[src/rtl/fetch_unit_pkg.sv]
// Shared fetch front-end definitions: FSM states, fetch granule and the NOP encoding.
package fetch_unit_pkg;

  typedef enum logic {
    ST_FETCH = 1'b0,
    ST_DRAIN = 1'b1
  } fetch_state_t;

  localparam int unsigned INSTR_ALIGN = 4;
  localparam logic [31:0] NOP_INSTR   = 32'h0000_0013;

endpackage

[src/rtl/fetch_unit_fifo.sv]
// Prefetch FIFO holding {instr, pc} entries; flush wins over push, head is read combinationally.
module fetch_unit_fifo #(
  parameter int unsigned DEPTH = 4,
  parameter int unsigned WIDTH = 48
) (
  input  logic                       clk,
  input  logic                       rst_n,
  input  logic                       push,
  input  logic                       pop,
  input  logic                       flush,
  input  logic [WIDTH-1:0]           wdata,
  output logic [WIDTH-1:0]           rdata,
  output logic [$clog2(DEPTH):0]     count
);

  localparam int unsigned AW = $clog2(DEPTH);
  localparam int unsigned CW = AW + 1;

  logic [WIDTH-1:0] mem [DEPTH];
  logic [AW-1:0]    wr_ptr;
  logic [AW-1:0]    rd_ptr;

  // Pointers wrap naturally because DEPTH is a power of two.
  always_ff @(posedge clk or negedge rst_n) begin
    if (!rst_n) begin
      wr_ptr <= '0;
      rd_ptr <= '0;
      count  <= '0;
    end else if (flush) begin
      wr_ptr <= '0;
      rd_ptr <= '0;
      count  <= '0;
    end else begin
      if (push) wr_ptr <= wr_ptr + AW'(1);
      if (pop)  rd_ptr <= rd_ptr + AW'(1);
      count <= count + CW'(push) - CW'(pop);
    end
  end

  always_ff @(posedge clk) begin
    if (push && !flush) mem[wr_ptr] <= wdata;
  end

  assign rdata = mem[rd_ptr];

endmodule

[src/rtl/fetch_unit.sv]
// Decoupled instruction fetch: credit-limited requests, in-order prefetch FIFO, redirect drain.
// Optional FETCH_PERF_EN adds fetch_cnt/flush_cnt performance counters.
module fetch_unit
  import fetch_unit_pkg::*;
#(
  parameter int unsigned         PC_WIDTH    = 16,
  parameter int unsigned         INSTR_WIDTH = 32,
  parameter int unsigned         FIFO_DEPTH  = 4,
  parameter logic [PC_WIDTH-1:0] RESET_PC    = '0
) (
  input  logic                   sysclk,
  input  logic                   rst,
  input  logic                   halt,
  input  logic                   redirect,
  input  logic [PC_WIDTH-1:0]    redirect_pc,
  output logic                   mem_req_valid,
  input  logic                   mem_req_ready,
  output logic [PC_WIDTH-1:0]    mem_req_addr,
  input  logic                   mem_resp_valid,
  input  logic [INSTR_WIDTH-1:0] mem_resp_data,
  output logic                   instr_valid,
  input  logic                   instr_ready,
  output logic [INSTR_WIDTH-1:0] instr,
  output logic [PC_WIDTH-1:0]    instr_pc
`ifdef FETCH_PERF_EN
  ,
  output logic [31:0]            fetch_cnt,
  output logic [31:0]            flush_cnt
`endif
);

  localparam int unsigned CW = $clog2(FIFO_DEPTH) + 1;
  localparam int unsigned SW = CW + 1;
  localparam int unsigned EW = INSTR_WIDTH + PC_WIDTH;

  fetch_state_t        state, state_nxt;
  logic [PC_WIDTH-1:0] fetch_pc, fetch_pc_nxt;
  logic [CW-1:0]       outstanding, outstanding_nxt;
  logic [CW-1:0]       discard, discard_nxt;
  logic [CW-1:0]       fifo_count;
  logic [SW-1:0]       occupancy;
  logic [PC_WIDTH-1:0] resp_pc;
  logic [EW-1:0]       head;
  logic                credit, req_fire, push, pop;

  // Buffered plus in-flight words never exceed the FIFO, so a response always has a slot.
  assign occupancy     = SW'(fifo_count) + SW'(outstanding);
  assign credit        = occupancy < SW'(FIFO_DEPTH);
  assign mem_req_valid = rst && (state == ST_FETCH) && !halt && !redirect && credit;
  assign mem_req_addr  = fetch_pc;
  assign req_fire      = mem_req_valid && mem_req_ready;

  // Requests since the last redirect are contiguous, so the oldest in-flight PC trails fetch_pc.
  assign resp_pc = fetch_pc - PC_WIDTH'(INSTR_ALIGN * 32'(outstanding));
  assign push    = mem_resp_valid && (state == ST_FETCH) && !redirect;
  assign pop     = instr_valid && instr_ready;

  always_comb begin
    state_nxt       = state;
    fetch_pc_nxt    = fetch_pc;
    discard_nxt     = discard;
    outstanding_nxt = outstanding + CW'(req_fire) - CW'(mem_resp_valid);
    if (req_fire) fetch_pc_nxt = fetch_pc + PC_WIDTH'(INSTR_ALIGN);
    case (state)
      ST_FETCH: begin
        if (redirect) begin
          fetch_pc_nxt = redirect_pc;
          discard_nxt  = outstanding_nxt;
          if (outstanding_nxt != '0) state_nxt = ST_DRAIN;
        end
      end
      ST_DRAIN: begin
        if (redirect) fetch_pc_nxt = redirect_pc;
        if (mem_resp_valid && (discard != '0)) begin
          discard_nxt = discard - CW'(1);
          if (discard == CW'(1)) state_nxt = ST_FETCH;
        end
      end
      default: state_nxt = ST_FETCH;
    endcase
  end

  always_ff @(posedge sysclk or negedge rst) begin
    if (!rst) begin
      state       <= ST_FETCH;
      fetch_pc    <= RESET_PC;
      outstanding <= '0;
      discard     <= '0;
    end else begin
      state       <= state_nxt;
      fetch_pc    <= fetch_pc_nxt;
      outstanding <= outstanding_nxt;
      discard     <= discard_nxt;
    end
  end

  fetch_unit_fifo #(
    .DEPTH (FIFO_DEPTH),
    .WIDTH (EW)
  ) u_fifo (
    .clk   (sysclk),
    .rst_n (rst),
    .push  (push),
    .pop   (pop),
    .flush (redirect),
    .wdata ({mem_resp_data, resp_pc}),
    .rdata (head),
    .count (fifo_count)
  );

  // Head fields read as zero while empty so reset and flush present clean outputs.
  assign instr_valid = fifo_count != '0;
  assign instr       = instr_valid ? head[EW-1 -: INSTR_WIDTH] : '0;
  assign instr_pc    = instr_valid ? head[PC_WIDTH-1:0] : '0;

`ifdef FETCH_PERF_EN
  // A pop coinciding with a redirect is discarded and not counted as fetched.
  always_ff @(posedge sysclk or negedge rst) begin
    if (!rst) begin
      fetch_cnt <= '0;
      flush_cnt <= '0;
    end else begin
      if (pop && !redirect) fetch_cnt <= fetch_cnt + 32'd1;
      if (redirect)         flush_cnt <= flush_cnt + 32'd1;
    end
  end
`endif

endmodule

[config.mk]
export PLATFORM = sky130hd
export DESIGN_NAME = fetch_unit
export DESIGN_NICKNAME = d
export VERILOG_FILES = /design/src/rtl/fetch_unit_pkg.sv /design/src/rtl/fetch_unit_fifo.sv /design/src/rtl/fetch_unit.sv
export SDC_FILE = /design/constraint.sdc
export NUM_CORES = 1
export LEC_CHECK = 0
export ABC_AREA = 1
export CORE_MARGIN = 1
export CORE_UTILIZATION = 35
export DETAILED_ROUTE_END_ITERATION = 8
export SYNTH_ARGS = -nofsm -noshare
export SYNTH_HDL_FRONTEND = slang
export SYNTH_SLANG_ARGS = --single-unit
export TNS_END_PERCENT = 30
[constraint.sdc]
create_clock -name sysclk -period 3.2 [get_ports sysclk]
set_input_delay 0.64 -clock sysclk [delete_from_list [all_inputs] [get_ports sysclk]]
set_output_delay 0.64 -clock sysclk [all_outputs]
set_load 0.01 [all_outputs]
==> out/metrics.cfg, run 1 <==
[floorplan]
rows = 60
core_um2 = 27200
die-area_um2 = 28700
floorplan.initialDensity = 0.360
dieHeight_um = 169
pin_count = 121
fp.dieW_um = 169

[synth]
synth_edf_count = 192
synth_warnings = 0
synth_top_family_by_area = simple AND/OR/NAND/NOR gates
syn_area_um2 = 9790
synth-xor-area-share = 0.0170
synth_largest_area_cell = edfxtp_1
synth_compound_area_frac = 0.0823
syn_avg_cell_area_um2 = 10.9
synthCells = 899
yosys-top-cells-area = edfxtp_1 59%, nor2_1 8.7%, dfrtp_1 7.7%
synth.area.mux_share = 0
yosysMostFrequentCell = nor2_1
synth-seq-cells = 222
async_flop_share = 0.135
synth.top_cells.by_count = 227 x nor2_1, 192 x edfxtp_1, 96 x o21ai_0
yosysUniqueCellTypes = 32
synthAdderAreaFrac = 0.0278
synth_top_area_frac = 0.589
synth_flop_cell = edfxtp_1
syn-num-nets = 974
synth-simple-area-share = 0.160
ys_seq_area_frac = 0.665

[critical_path]
slowest_stage = clkdlybuf4s50_1
ff2ff_path_depth = 14
crit_family = buffers and inverters
cp-start-kind = flip-flop
cp.depth = 5
crit_type = reg -> out
path_buf_inv = 3
worstPathCellList = inv_4 -> buf_12 -> o21ai_0 -> a21oi_1 -> clkdlybuf4s50_1
crit_arrival_ns = 2.48
cp.required_ns = 2.56
cpPeakStageDelay_ns = 0.60
cp-end-kind = output port
crit_fanout = 37

[final_layout]
diodes = 0
stdcell_count = 1409
drive_above_1_share = 0.0791
final_util = 0.452
nets = 1094
area_delta_synth_final_pct = 25.5

[pwr]
ir_drop_mv = 0.409
power_w = 0.00934
p_per_area_nw_per_um2 = 760
power.internal_w = 0.00638
leakage_nw = 4.50
switchingPower_w = 0.00297
seqPwrFrac = 0.385
p_comb_frac = 0.322
power.share.switching = 0.318
clkPwrFrac = 0.293

[global_route]
grtUsageTotal = 0.157
antenna_found_initial = 0
grt_start_max_net_pins = 49
grt_pass1_vias = 6535
grt_pass1_wl_mm = 35.3
overflow = 0

[clock_network]
clock-root-buffer = clkbuf_16
cts_buffers = 24
cts_tree = yes
clockBufferDepth = 3
numClockSinks = 222
htreeDepth = 1
hold_buffers = 0
cts.clk_slew.worst_paths_ns = 0.06
clkLatencyLatePin_ns = 0.51

[run]
max_cap_violations = 0

[timing]
fin_crit_ns = 3.12
maxSlewViolCount = 0
slew_headroom = 0.575
layout_setup_ws_ns = 0.0807
finalSetupTns_ns = 0
tightestPinTransition_ns = 0.637
finalHoldViolCount = 0
fin_crit_sh = 0.975
fmax_mhz = 321
rsz0062_at_grt = yes
setup_viol = 0
skew_ns = 0.0120

[placement]
dp.cells = 1364
hpwlAfterDp_mm = 14.0
pre_cts_ws_ns = 0.249
gp_congestion = 0.791
port_buffers = 120

[drt]
wl_met3_mm = 1.30
highest_layer = met4
wl_met1_mm = 10.5
drc = 0
drt-total-wl_mm = 22.5
drt_iter0_markers = 493
drt_pass1_iterations = 4
num_vias = 6773
wl_met2_mm = 10.4
via_per_inst = 4.81
wl_per_cell_um = 16.0
drtAntennaViolNets = 0

[min_path]
holdCritPathClass = reg -> reg
whs_path_depth = 2

[status]
status = finished, final reports clean

==> metrics by stage <==
stage | cell area, um2 | hold WS, ns
5_1_grt | 12300 | 0.554
3_5_place_dp | 11500 | 0.505
3_3_place_gp | 11500 | 0.500
2_1_floorplan | 9790 | 0.344
4_1_cts | 12300 | 0.520
6_report | 12300 | 0.521
==> worst paths after layout <==
path                                  startpoint               end  slack (ns)
worst min register to register        discard[2]        discard[2]        0.52
worst min-delay path                  discard[2]        discard[2]        0.52
worst max-delay path            u_fifo.rd_ptr[0]         instr[26]        0.08
min in group asynchronous                    rst  mem_req_addr[15]        0.67
max in group asynchronous                    rst  u_fifo.rd_ptr[0]        2.20
worst max register to register    outstanding[1]        discard[2]        0.63
==> routing by layer <==
layer	global-route usage	up-vias
met5	0	-
met4	0.0317	0
met3	0.0299	22
met2	0.250	183
met1	0.223	3263
li1	-	3305
==> sequential cells by signal (all words and copies together), names as in the netlist <==
| name | count |
|---|---|
| discard | 3 |
| mem_req_addr | 16 |
| outstanding | 3 |
| state | 1 |
| u_fifo.count | 3 |
| u_fifo.mem | 192 |
| u_fifo.rd_ptr | 2 |
| u_fifo.wr_ptr | 2 |
==> area by class of cell <==
class / instances / area (um2)
repair buffers: 144 / 1480
inverters: 51 / 196
flip-flops and latches: 222 / 6520
fillers: 2527 / 14900
clock inverters: 12 / 114
well taps: 372 / 465
clock buffers: 32 / 672
multi-input cells: 576 / 2840
==> cells by family after synthesis <==
group	after synthesis
and+or+nand+nor	377
DFF	222
AOI/OAI and AO/OA	160
buffers and inverters	101
adders and majority gates	20
xor gates and xnor gates	19
==> cell usage in the layout, fill, tap and decap left out, drive strengths merged <==
master         instances
nand2                 89
clkinv                10
buf                   24
clkbuf                32
dfrtp                 30
o211ai                 1
xnor2                  4
edfxtp               192
o21a                   1
inv                   51
a21oi                 51
nand4                  6
ha                    17
xor2                  15
nand3                 43
bufinv                 2
nor3                   6
nor2                 231
o21ai                107
nor3b                  1
clkdlybuf4s50        120
fa                     3
nand3b                 1
==> power by group through the flow <==
stage / Clock [W] / Combinational [W] / Sequential [W]
floorplan: 0 / 0.00170 / 0.00359
global placement: 0 / 0.00298 / 0.00367
detailed placement: 0 / 0.00301 / 0.00367
CTS: 0.00280 / 0.00303 / 0.00361
global route: 0.00293 / 0.00335 / 0.00363
finish: 0.00274 / 0.00301 / 0.00360
==> worst min-delay path: cells and delay by family (launching register included) <==
kind | cells | cell delay (ns)
flops | 1 | 0.34
simple gates | 2 | 0.15
==> what timing repair did <==
action	4_1_cts	5_1_grt
gates resized for setup	1	3
pin swaps	0	1
buffers inserted	0	1
setup endpoints to repair	3	34
Power figures use the tool's default switching activity.
==> run 2: changes to the inputs <==
Settings changed: SETUP_SLACK_MARGIN from default to 0.1, SLEW_MARGIN from default to 20.
==> run 2 against run 1 <==
Against the previous run:
- first-iteration DRC count shrank 6.5%
- register-to-register slack hardly changed
- die area is the same
- via count is 0.84% lower
- clock skew rose by 0.0025 ns
- maximum frequency grew 2.1%
- critical path type unchanged
- global-route usage is 0.067 points higher
- final cell count increased by 0.28%
- wire length up 0.68%
- clock power hardly changed
==> out/metrics.cfg, run 2 (same netlist as run 1, synthesis figures left out) <==
[placement]
dp.cells = 1364
hpwlAfterDp_mm = 14.0
gp_congestion = 0.791
port_buffers = 120

[timing]
fin_crit_sh = 0.955
rsz0062_at_grt = yes
skew_ns = 0.0145
setup_viol = 0
fin_crit_ns = 3.06
slew_headroom = 0.699
fmax_mhz = 327
tightestPinTransition_ns = 0.451
maxSlewViolCount = 0
finalHoldViolCount = 0

[drt]
via_per_inst = 4.75
wl_per_cell_um = 16.0
drt-total-wl_mm = 22.6
drt_iter0_markers = 461
num_vias = 6716
drtAntennaViolNets = 0
drt_pass1_iterations = 5
drc = 0

[final_layout]
stdcell_count = 1413
area_delta_synth_final_pct = 26.4
nets = 1098
diodes = 0
drive_above_1_share = 0.0826
final_util = 0.456
regMostFlops = u_fifo.mem
largest_register_ffs = 192
layout_common_cells = 223 x nor2_1, 192 x edfxtp_1, 117 x clkdlybuf4s50_1
final_common_cell = nor2_1

[pwr]
p_per_area_nw_per_um2 = 763
leakage_nw = 4.57
switchingPower_w = 0.00300
power.share.switching = 0.318
power.internal_w = 0.00645
clkPwrFrac = 0.290
p_comb_frac = 0.329
seqPwrFrac = 0.381
ir_drop_mv = 0.408

[clock_network]
cts_buffers = 24
clock-root-buffer = clkbuf_16
cts.clk_slew.worst_paths_ns = 0.06
clockBufferDepth = 3
numClockSinks = 222
cts_tree = yes
htreeDepth = 1
hold_buffers = 0
clkLatencyLatePin_ns = 0.51

[global_route]
overflow = 0
grt_start_max_net_pins = 49
grt_pass1_vias = 6541
antenna_found_initial = 0
grtUsageTotal = 0.158
grt_pass1_wl_mm = 35.4

[floorplan]
pin_count = 121
die-area_um2 = 28700
fp.dieW_um = 169
dieHeight_um = 169
rows = 60
core_um2 = 27200
floorplan.initialDensity = 0.360

[critical_path]
cp-end-kind = output port
worstPathCellList = inv_6 -> buf_12 -> o21ai_0 -> a21oi_1 -> clkdlybuf4s50_1
crit_arrival_ns = 2.42
path_buf_inv = 3
cp.required_ns = 2.56
cpPeakStageDelay_ns = 0.59
crit_type = reg -> out
crit_family = buffers and inverters
crit_fanout = 37
cp-start-kind = flip-flop
slowest_stage = clkdlybuf4s50_1

[min_path]
holdCritPathClass = reg -> reg

[run]
max_cap_violations = 0

[status]
status = finished, final reports clean

-- run 2: cell type report --
cell class,instances,area (um2)
multi-input cells,576,2840
flip-flops and latches,222,6520
inverters,51,204
repair buffers,148,1570
clock buffers,32,672
fillers,2518,14800
well taps,372,465
clock inverters,12,114
-- run 2: path summary, 6_finish.rpt --
path	from	endpoint	slack, ns	depth (start not counted)
worst max register to register	outstanding[1]	discard[2]	0.62	14
max in group asynchronous	rst	u_fifo.rd_ptr[0]	2.20	2
worst min register to register	discard[2]	discard[2]	0.52	2
min in group asynchronous	rst	mem_req_addr[15]	0.67	2
worst min-delay path	discard[2]	discard[2]	0.52	2
worst max-delay path	u_fifo.rd_ptr[0]	instr[26]	0.14	5
-- run 2: worst reg2reg max path: stages (launching register included) --
cell      delay [ns]
dfrtp_1         0.48
ha_1            0.35
inv_1           0.06
nor2_1          0.05
nor2_2          0.14
nand3b_4        0.08
ha_1            0.28
inv_1           0.06
ha_1            0.12
inv_1           0.04
fa_1            0.37
xnor2_1         0.25
nand2_1         0.09
nand2_1         0.07
nand2_1         0.04
-- run 2: power groups by stage --
stage / combinational, W / clock, W / sequential (W)
after floorplan: 0.00170 / 0 / 0.00359
after global placement: 0.00298 / 0 / 0.00367
after detailed placement: 0.00301 / 0 / 0.00367
after CTS: 0.00306 / 0.00280 / 0.00360
after global routing: 0.00345 / 0.00293 / 0.00363
final: 0.00311 / 0.00274 / 0.00360
-- run 2: metrics by stage --
step / setup TNS (ns) / power [W] / instance area, um2 / worst slack, ns / hold WS (ns)
finish: 0 / 0.00945 / 12400 / 0.145 / 0.521
global route: 0 / 0.0100 / 12400 / 0.0274 / 0.554
CTS: 0 / 0.00945 / 12300 / 0.0895 / 0.520
detailed placement: 0 / 0.00668 / 11500 / 0.249 / 0.505
global placement: 0 / 0.00665 / 11500 / 0.269 / 0.500
floorplan: -94.43 / 0.00529 / 9790 / -0.492 / 0.344
-- run 2: timing repair --
item,4_1_cts,5_1_grt
pin swaps,2,1
setup buffers,1,3
cloned,0,1
resized for setup,4,10
endpoints found under the setup margin,23,39
-- run 2: layer usage --
layer | up-vias | GRT usage | part of all wire
li1 | 3319 | - | -
met1 | 3188 | 0.224 | 0.46
met2 | 190 | 0.252 | 0.46
met3 | 19 | 0.0299 | 0.067
met4 | 0 | 0.0321 | 0.011
met5 | - | 0 | 0
